--- src/rtl/cpu_ctrl_pkg.sv ---
// Shared types and constants for the multicycle ARM-subset control unit.
package cpu_ctrl_pkg;

  // Controller states; S4..S6 are unused in this controller.
  typedef enum logic [4:0] {
    StIdle = 5'd0,
    StS0   = 5'd1,
    StS1   = 5'd2,
    StS2   = 5'd3,
    StS3   = 5'd4,
    StS7   = 5'd8,
    StS8   = 5'd9,
    StS9   = 5'd10,
    StS10  = 5'd11,
    StS11  = 5'd12,
    StS12  = 5'd13,
    StS13  = 5'd14,
    StS14  = 5'd15,
    StS15  = 5'd16
  } state_e;

  // Instruction classes; DP0/DP1/DP2 double as the shift-amount select code.
  typedef enum logic [2:0] {
    ClsDp0 = 3'd0,
    ClsDp1 = 3'd1,
    ClsDp2 = 3'd2,
    ClsLs  = 3'd3,
    ClsB   = 3'd4,
    ClsBl  = 3'd5,
    ClsBx  = 3'd6,
    ClsUnd = 3'd7
  } cls_e;

  localparam logic [3:0] AluAdd  = 4'b0100;
  localparam logic [3:0] AluSub  = 4'b0010;
  localparam logic [3:0] AluPass = 4'b1000;

  localparam logic [1:0] PcPlus4 = 2'b00;
  localparam logic [1:0] PcRm    = 2'b01;
  localparam logic [1:0] PcF     = 2'b10;

  localparam logic [1:0] RdRd  = 2'b00;
  localparam logic [1:0] RdR14 = 2'b01;
  localparam logic [1:0] RdRn  = 2'b10;

  // All datapath control lines, registered as one word.
  typedef struct packed {
    logic       write_pc;
    logic       write_ir;
    logic       write_reg;
    logic       la;
    logic       lb;
    logic       lc;
    logic       lf;
    logic       s;
    logic       rm_imm_s;
    logic [1:0] rs_imm_s;
    logic       off_s;
    logic [3:0] alu_op;
    logic [1:0] pc_s;
    logic [1:0] rd_s;
    logic       alu_a_s;
    logic       alu_b_s;
    logic       wdata_s;
    logic       addr_s;
    logic       mem_read;
    logic       mem_write;
    logic       ld;
    logic       mem_err;
  } ctrl_t;

  // TST/TEQ/CMP/CMN (10xx) reuse AND/EOR/SUB/ADD; everything else passes OP through.
  function automatic logic [3:0] dp_alu_op(input logic [3:0] op);
    if (op[3:2] == 2'b10) begin
      return 4'b1000 >> (3'd4 - {1'b0, op[1:0]});
    end
    return op;
  endfunction

endpackage

--- src/rtl/cpu_ctrl_decode.sv ---
// Instruction class and load/store field decode of the current IR.
module cpu_ctrl_decode
  import cpu_ctrl_pkg::*;
(
  input  logic [31:0] instr_i,
  output cls_e        cls_o,
  output logic        p_o,
  output logic        u_o,
  output logic        l_o,
  output logic        wb_o
);

  logic unused_bits;
  assign unused_bits = ^{instr_i[31:28], instr_i[3:0]};

  // Classify on the major opcode bits I[27:25].
  always_comb begin
    cls_o = ClsUnd;
    unique case (instr_i[27:25])
      3'b000: begin
        if (instr_i[24:4] == 21'h12FFF1) cls_o = ClsBx;
        else if (!instr_i[4])            cls_o = ClsDp0;
        else if (!instr_i[7])            cls_o = ClsDp1;
        else                             cls_o = ClsUnd;
      end
      3'b001:  cls_o = ClsDp2;
      3'b010:  cls_o = ClsLs;
      3'b011:  cls_o = instr_i[4] ? ClsUnd : ClsLs;
      3'b101:  cls_o = instr_i[24] ? ClsBl : ClsB;
      default: cls_o = ClsUnd;
    endcase
  end

  assign p_o  = instr_i[24];
  assign u_o  = instr_i[23];
  assign l_o  = instr_i[20];
  // Post-index always writes the base back.
  assign wb_o = !instr_i[24] | instr_i[21];

endmodule

--- src/rtl/cpu_ctrl_ldst.sv ---
// Multicycle control unit: fetch/decode/execute/writeback for DP, branch and LDR/STR.
module cpu_ctrl_ldst
  import cpu_ctrl_pkg::*;
#(
  parameter int unsigned MEM_TIMEOUT = 15,
  parameter int unsigned WAIT_W      = 4,
  parameter int unsigned CNT_W       = 16
) (
  input  logic             clk,
  input  logic             Rst,
  input  logic [31:0]      I,
  input  logic             flag,
  input  logic             mem_ready,
  output logic             Write_PC,
  output logic             Write_IR,
  output logic             Write_Reg,
  output logic             LA,
  output logic             LB,
  output logic             LC,
  output logic             LF,
  output logic             S,
  output logic             rm_imm_s,
  output logic [1:0]       rs_imm_s,
  output logic             Off_s,
  output logic [3:0]       ALU_OP,
  output logic [1:0]       PC_s,
  output logic [1:0]       rd_s,
  output logic             ALU_A_s,
  output logic             ALU_B_s,
  output logic             Wdata_s,
  output logic             Addr_s,
  output logic             Mem_Read,
  output logic             Mem_Write,
  output logic             LD,
  output logic             Mem_err,
  output logic [CNT_W-1:0] Inst_cnt
);

  localparam bit TimeoutEn = (MEM_TIMEOUT != 0);
  localparam logic [WAIT_W-1:0] WaitLast = TimeoutEn ? WAIT_W'(MEM_TIMEOUT - 1) : '0;

  state_e            st_q, st_d;
  ctrl_t             ctrl_q, ctrl_d;
  logic [WAIT_W-1:0] wait_q;
  logic [CNT_W-1:0]  cnt_q;
  logic              retire, timeout;

  cls_e       cls;
  logic       p, u, l, wb;
  logic [3:0] op;

  assign op = I[24:21];

  cpu_ctrl_decode u_decode (
    .instr_i (I),
    .cls_o   (cls),
    .p_o     (p),
    .u_o     (u),
    .l_o     (l),
    .wb_o    (wb)
  );

  // Next state, plus retire/timeout events taken on this transition.
  always_comb begin
    st_d    = st_q;
    retire  = 1'b0;
    timeout = 1'b0;
    unique case (st_q)
      StIdle: st_d = StS0;
      StS0: begin
        if (flag && cls != ClsUnd) begin
          if (cls == ClsB)       st_d = StS8;
          else if (cls == ClsBl) st_d = StS10;
          else                   st_d = StS1;
        end
      end
      StS1: begin
        if (cls == ClsBx)      st_d = StS7;
        else if (cls == ClsLs) st_d = StS12;
        else                   st_d = StS2;
      end
      StS2:  st_d = StS3;
      StS3:  begin st_d = StS0; retire = 1'b1; end
      StS7:  begin st_d = StS0; retire = 1'b1; end
      StS8:  st_d = StS9;
      StS9:  begin st_d = StS0; retire = 1'b1; end
      StS10: st_d = StS11;
      StS11: st_d = StS9;
      StS12: st_d = StS13;
      StS13: begin
        if (mem_ready) begin
          if (l)       st_d = StS14;
          else if (wb) st_d = StS15;
          else begin
            st_d   = StS0;
            retire = 1'b1;
          end
        end else if (TimeoutEn && wait_q == WaitLast) begin
          st_d    = StS0;
          timeout = 1'b1;
        end
      end
      StS14: begin
        if (wb) st_d = StS15;
        else begin
          st_d   = StS0;
          retire = 1'b1;
        end
      end
      StS15:   begin st_d = StS0; retire = 1'b1; end
      default: st_d = StIdle;
    endcase
  end

  // Control lines decoded from the state being entered, so they are registered with it.
  always_comb begin
    ctrl_d = '0;
    unique case (st_d)
      StS0: begin
        ctrl_d.write_pc = 1'b1;
        ctrl_d.write_ir = 1'b1;
      end
      StS1: begin
        ctrl_d.la = 1'b1;
        ctrl_d.lb = 1'b1;
        ctrl_d.lc = 1'b1;
      end
      StS2: begin
        ctrl_d.lf       = 1'b1;
        ctrl_d.s        = I[20];
        ctrl_d.rm_imm_s = (cls == ClsDp2);
        ctrl_d.rs_imm_s = (cls == ClsDp1) ? 2'b01 : (cls == ClsDp2) ? 2'b10 : 2'b00;
        ctrl_d.alu_op   = dp_alu_op(op);
      end
      StS3: ctrl_d.write_reg = !op[3] | op[2];
      StS7: begin
        ctrl_d.write_pc = 1'b1;
        ctrl_d.pc_s     = PcRm;
      end
      StS8: begin
        ctrl_d.lf      = 1'b1;
        ctrl_d.alu_a_s = 1'b1;
        ctrl_d.alu_b_s = 1'b1;
        ctrl_d.alu_op  = AluAdd;
      end
      StS9: begin
        ctrl_d.write_pc = 1'b1;
        ctrl_d.pc_s     = PcF;
      end
      StS10: begin
        ctrl_d.lf      = 1'b1;
        ctrl_d.alu_a_s = 1'b1;
        ctrl_d.alu_op  = AluPass;
      end
      StS11: begin
        ctrl_d.write_reg = 1'b1;
        ctrl_d.rd_s      = RdR14;
        ctrl_d.lf        = 1'b1;
        ctrl_d.alu_a_s   = 1'b1;
        ctrl_d.alu_b_s   = 1'b1;
        ctrl_d.alu_op    = AluAdd;
      end
      StS12: begin
        ctrl_d.lf     = 1'b1;
        ctrl_d.alu_op = u ? AluAdd : AluSub;
        ctrl_d.off_s  = !I[25];
      end
      StS13: begin
        ctrl_d.mem_read  = l;
        ctrl_d.mem_write = !l;
        ctrl_d.ld        = l;
        ctrl_d.addr_s    = p;
      end
      StS14: begin
        ctrl_d.write_reg = 1'b1;
        ctrl_d.rd_s      = RdRd;
        ctrl_d.wdata_s   = 1'b1;
      end
      StS15: begin
        ctrl_d.write_reg = 1'b1;
        ctrl_d.rd_s      = RdRn;
      end
      default: ;
    endcase
    ctrl_d.mem_err = timeout;
  end

  // State, registered controls, memory wait counter and retired-instruction count.
  always_ff @(posedge clk) begin
    if (Rst) begin
      st_q   <= StIdle;
      ctrl_q <= '0;
      wait_q <= '0;
      cnt_q  <= '0;
    end else begin
      st_q   <= st_d;
      ctrl_q <= ctrl_d;
      if (st_d == StS13 && st_q != StS13) begin
        wait_q <= '0;
      end else if (st_q == StS13 && !mem_ready && wait_q != '1) begin
        wait_q <= wait_q + WAIT_W'(1);
      end
      if (retire) cnt_q <= cnt_q + CNT_W'(1);
    end
  end

  assign Write_PC  = ctrl_q.write_pc;
  assign Write_IR  = ctrl_q.write_ir;
  assign Write_Reg = ctrl_q.write_reg;
  assign LA        = ctrl_q.la;
  assign LB        = ctrl_q.lb;
  assign LC        = ctrl_q.lc;
  assign LF        = ctrl_q.lf;
  assign S         = ctrl_q.s;
  assign rm_imm_s  = ctrl_q.rm_imm_s;
  assign rs_imm_s  = ctrl_q.rs_imm_s;
  assign Off_s     = ctrl_q.off_s;
  assign ALU_OP    = ctrl_q.alu_op;
  assign PC_s      = ctrl_q.pc_s;
  assign rd_s      = ctrl_q.rd_s;
  assign ALU_A_s   = ctrl_q.alu_a_s;
  assign ALU_B_s   = ctrl_q.alu_b_s;
  assign Wdata_s   = ctrl_q.wdata_s;
  assign Addr_s    = ctrl_q.addr_s;
  assign Mem_Read  = ctrl_q.mem_read;
  assign Mem_Write = ctrl_q.mem_write;
  assign LD        = ctrl_q.ld;
  assign Mem_err   = ctrl_q.mem_err;
  assign Inst_cnt  = cnt_q;

endmodule

--- config.mk ---
export PLATFORM = sky130hd
export DESIGN_NAME = cpu_ctrl_ldst
export DESIGN_NICKNAME = d
export VERILOG_FILES = /design/src/rtl/cpu_ctrl_pkg.sv /design/src/rtl/cpu_ctrl_decode.sv /design/src/rtl/cpu_ctrl_ldst.sv
export SDC_FILE = /design/constraint.sdc
export NUM_CORES = 1
export LEC_CHECK = 0
export BUFFER_PORTS_ARGS = -buffer_cell sky130_fd_sc_hd__buf_2
export CORE_MARGIN = 1.5
export CORE_UTILIZATION = 50
export DETAILED_ROUTE_END_ITERATION = 10
export PLACE_DENSITY = 0.81
export SLEW_MARGIN = 20
export SYNTH_ARGS = -nofsm -noshare
export SYNTH_HDL_FRONTEND = slang
export SYNTH_HIERARCHICAL = 1
export SYNTH_SLANG_ARGS = --single-unit
export TNS_END_PERCENT = 1
--- constraint.sdc ---
create_clock -name clk -period 6.6 [get_ports clk]
set_input_delay 1.32 -clock clk [delete_from_list [all_inputs] [get_ports clk]]
set_output_delay 1.32 -clock clk [all_outputs]
set_load 0.1 [all_outputs]
==> impl_summary.md <==
Run status
The flow ran to the end, and the final reports show no timing, DRC or antenna violations.

Floorplanning
The die outline area is 5490 sq um. The initial standard-cell utilization of the core is 52.8%. The area of the placeable core is 4790 sq um.

The vertical extent of the die is 74.1 um. The total I/O pin count is 80. The die width is 74.1 um.

The number of standard-cell rows in the floorplan is 25.

Layout
The number of nets in the layout is 388. The final design area excluding fillers is 2930 sq um. The top cell types in the final layout, fill and taps aside, are sky130_fd_sc_hd__buf_2 (71), sky130_fd_sc_hd__dfxtp_1 (50), sky130_fd_sc_hd__nor2_1 (21). The final non-filler cell total is 417. In the final layout, the share of cells above drive strength 1 is 25.4%. Counting the fill cells in the layout gives 422.

The antenna diode count is 0. The library cell used most frequently in the layout, excluding fill and tap cells, is sky130_fd_sc_hd__buf_2. From synthesis to final layout, the design area changed by 16.0%.

Critical path
The critical path's slowest cell is sky130_fd_sc_hd__o31ai_1. The critical path runs through a total of 10 cells. The endpoint class of the critical path is a flop. In this run the worst setup path terminates at rm_imm_s$_SDFF_PP0_. The cell class contributing the biggest share of worst-path delay is simple AND/OR/NAND/NOR gates.

In this design, the critical path's most frequently occurring cell is sky130_fd_sc_hd__nand3_1. The startpoint type of the worst setup path is an input pin. The endpoint identified for the worst register-to-register timing path is Addr_s$_SDFF_PP0_.

Along the worst path, the maximum fanout reaches 8. The signal on the critical path passes through buf_2, nor4b_2, nand3_1, or4_4, o31ai_1, xor2_1, and2_1, a211oi_1, nand3_1, nor4_1. The kind of critical path is input pin to flop. In this run the register-to-register setup slack is 4150 ps. The beginning of the worst register-to-register path is st_q[0]$_SDFF_PP0_.

The data required time at the worst endpoint is 6800 ps. For the worst flop-to-flop path, the logic depth is 5. Counting both buffers and inverters, the worst setup path holds a total of 1. Data arrives at the worst endpoint at 4620 ps.

The worst setup path startpoint is I[5]. On the worst path, the slowest cell contributes a delay of 640 ps.

Place
The detailed placer's ending HPWL is 3950 um. Prior to clock tree synthesis, the placed netlist has a worst setup slack of 1870 ps. The post-place instance area is 2850 sq um. The total placed cells including tap cells is 409. The count of buffers added on input and output ports is 71. At the end of routability-driven placement, the weighted congestion stood at 0.875.

Routing
The detailed-routing iteration count for the pre-antenna-repair pass is 4. For this block, the routed nets add up to 5360 um of wire. After detailed routing, the met2 layer carries 2540 um of wire. The met3 wirelength from detailed routing is 314 um. The per-cell via count in the routed design is 5.74.

The detailed router placed 2394 vias in this run. The DRC violations left is 0. The routed length on met1 is 2430 um. In this run the top signal layer used is met4. The iteration-0 DRC count of the detailed router is 140. After detailed routing, the average wire length per cell comes to 12.9 um. The post-route antenna net violation count is 0.

STA
The measured slew at the worst slew-check pin is 798 ps. For the final database, setup skew stands at 8.49 ps. The number of max-slew violations in the final report was 0.

For the final routed database, the setup TNS stands at 0 ps. The final critical path time including I/O delays and setup is 4420 ps. The hold violation total from the final report came to 0. The final critical path takes up 66.9% of the cycle.

Setup violations remaining at the end of the flow were counted as 0. The setup slack after layout is 2180 ps. Setup repair after global routing left no endpoint under its margin.

The highest achievable clock rate is 226 MHz. Measured against its own limit, the worst slew margin works out to 46.3%.

Clocking
Clock latency on the worst-skew pair, taken at its later pin, is 290 ps. The post-CTS resize count is 0. The buffer cell driving the clock tree root is sky130_fd_sc_hd__clkbuf_8. CTS saw 50 sinks. TritonCTS built the clock tree. After clock tree synthesis, the clock-pin slew on the worst setup and hold paths is 90 ps. After clock tree synthesis, the flow added hold-fix buffers numbering 0. The total CTS buffers is 5. The clock tree buffer depth is 2. The total setup buffers inserted after CTS is 0. The clock tree synthesis step divided the H-tree into 2 levels.

Pwr
The power per cell area is 216 nW/um^2. The maximum vdd ir drop is 98.0 uV. The leakage power figure is 1.21 nW.

Synth
The cell accounting for the most synthesized area is sky130_fd_sc_hd__dfxtp_1. For this run, the leading register cell type out of synthesis is sky130_fd_sc_hd__dfxtp_1. The summed instance area of the synthesized netlist is 2530 sq um. Counting every instance in the synthesized netlist gives 293. The Yosys step of the flow raised 6 warnings.

A synthesized cell averages 8.63 sq um. The number of nets handed over by synthesis was 332. After synthesis, the cell types taking the most area are sky130_fd_sc_hd__dfxtp_1 (40%), sky130_fd_sc_hd__a21oi_1 (4.0%), sky130_fd_sc_hd__o31ai_1 (3.6%). The post-synthesis cell type count is 59.

The number of synthesized flops with an enable pin is 0. The synthesized design contains 50 register bits. Counting flops with an async set or reset pin after synthesis yields a share of 0%.

The fraction of synthesized cell area taken by the top area cell type is 39.6%. Of the synthesized area, sequential elements account for 39.6%.

Min path
The worst hold path passes through 2 cells. The path type of the worst min-delay path is flop to flop.

GRT
The initial antenna violation count is 0. The largest net degree at the start of global routing is 31. The global-route wire length before repair is 8580 um. Global routing finished with a remaining overflow of 0. The all-layer global routing usage is 19.8%.

The via count of the first global-routing pass is 1964.

Run
The tool flagged a number of max-cap violations equal to 0.
power breakdown:
group / internal (W) / switching, W
sequential: 0.000310 / 0.00000987
clock: 0.0000749 / 0.0000950
combinational: 0.0000379 / 0.000106
metrics by stage:
step | utilization, % | power (W) | hold slack [ps]
after global placement | 59.5 | 0.000468 | 483
after detailed placement | 59.5 | 0.000470 | 500
after global routing | 61.3 | 0.000663 | 534
after CTS | 61.3 | 0.000637 | 513
after floorplan | - | 0.000445 | 500
final | 61.3 | 0.000634 | 506
area by class of cell:
type	instances	area, sq um	share of cell area, %
clock inverter	2	13.8	0.469
inverter	8	30.0	1.02
tap	67	83.8	2.86
timing repair buffer	71	355	12.1
multi-input combinational	213	1380	47.0
clock buffer	6	72.6	2.47
sequential	50	1000	34.1
how the worst min path moves through the flow:
| stage | startpoint | end |
|---|---|---|
| floorplan | wait_q[3]$_SDFFE_PP0P_ | wait_q[3]$_SDFFE_PP0P_ |
| global placement | Inst_cnt[14]$_SDFFE_PP0P_ | Inst_cnt[14]$_SDFFE_PP0P_ |
| detailed placement | Inst_cnt[14]$_SDFFE_PP0P_ | Inst_cnt[14]$_SDFFE_PP0P_ |
| CTS | Inst_cnt[14]$_SDFFE_PP0P_ | Inst_cnt[14]$_SDFFE_PP0P_ |
| global route | Inst_cnt[14]$_SDFFE_PP0P_ | Inst_cnt[14]$_SDFFE_PP0P_ |
| finish | Inst_cnt[14]$_SDFFE_PP0P_ | Inst_cnt[14]$_SDFFE_PP0P_ |
worst reg2reg max path: cells and delay by family (launching register included):
family | cells | cell delay, ps
flops | 1 | 600
compound gates | 1 | 440
simple gates | 4 | 1320
sequential cells by signal, summed over array words and instances (netlist names):
signal	cells
ALU_A_s	1
st_q	5
wait_q	4
PC_s	2
Mem_err	1
LA	1
Write_PC	1
rd_s	2
LF	1
Wdata_s	1
Inst_cnt	16
Write_Reg	1
Mem_Write	1
ALU_B_s	1
Write_IR	1
LD	1
Off_s	1
rm_imm_s	1
S	1
rs_imm_s	2
ALU_OP	4
Addr_s	1
layer usage:
layer	GRT usage [%]	up-vias
met1	25.8	1097
met4	5.97	0
met3	4.20	7
li1	-	1218
met5	0	-
met2	32.9	72
synth_stat cells, drive strengths merged (2+ instances only):
cell / instances
xor2: 4
nand2: 19
o21ai: 10
o22ai: 5
nor2b: 4
mux2i: 2
inv: 8
and4b: 5
o32a: 2
nand3b: 3
o211ai: 2
or4: 11
and2: 5
nand2b: 4
ha: 3
and4: 2
and3: 3
clkbuf: 11
a211oi: 3
nor2: 21
o21a: 2
nor3: 9
o211a: 2
dfxtp: 50
nor4: 8
a21oi: 20
or2: 3
nand3: 10
buf: 11
nor4b: 6
a31oi: 4
or4b: 2
o31ai: 12
nand4: 7
or3: 6
cell families (layout without fill, tap and decap cells):
logic type / count (synthesis) / after routing / synth area share, %
flip-flops: 50 / 50 / 39.6
adder cells (fa/ha/maj): 3 / 3 / 1.48
AND/OR/NAND/NOR: 132 / 132 / 31.7
AO/OA/AOI/OAI: 71 / 71 / 18.8
multiplexers: 2 / 2 / 0.792
XOR/XNOR: 5 / 5 / 1.73
buffers and inverters: 30 / 87 / 5.94
Power figures use the tool's default switching activity.
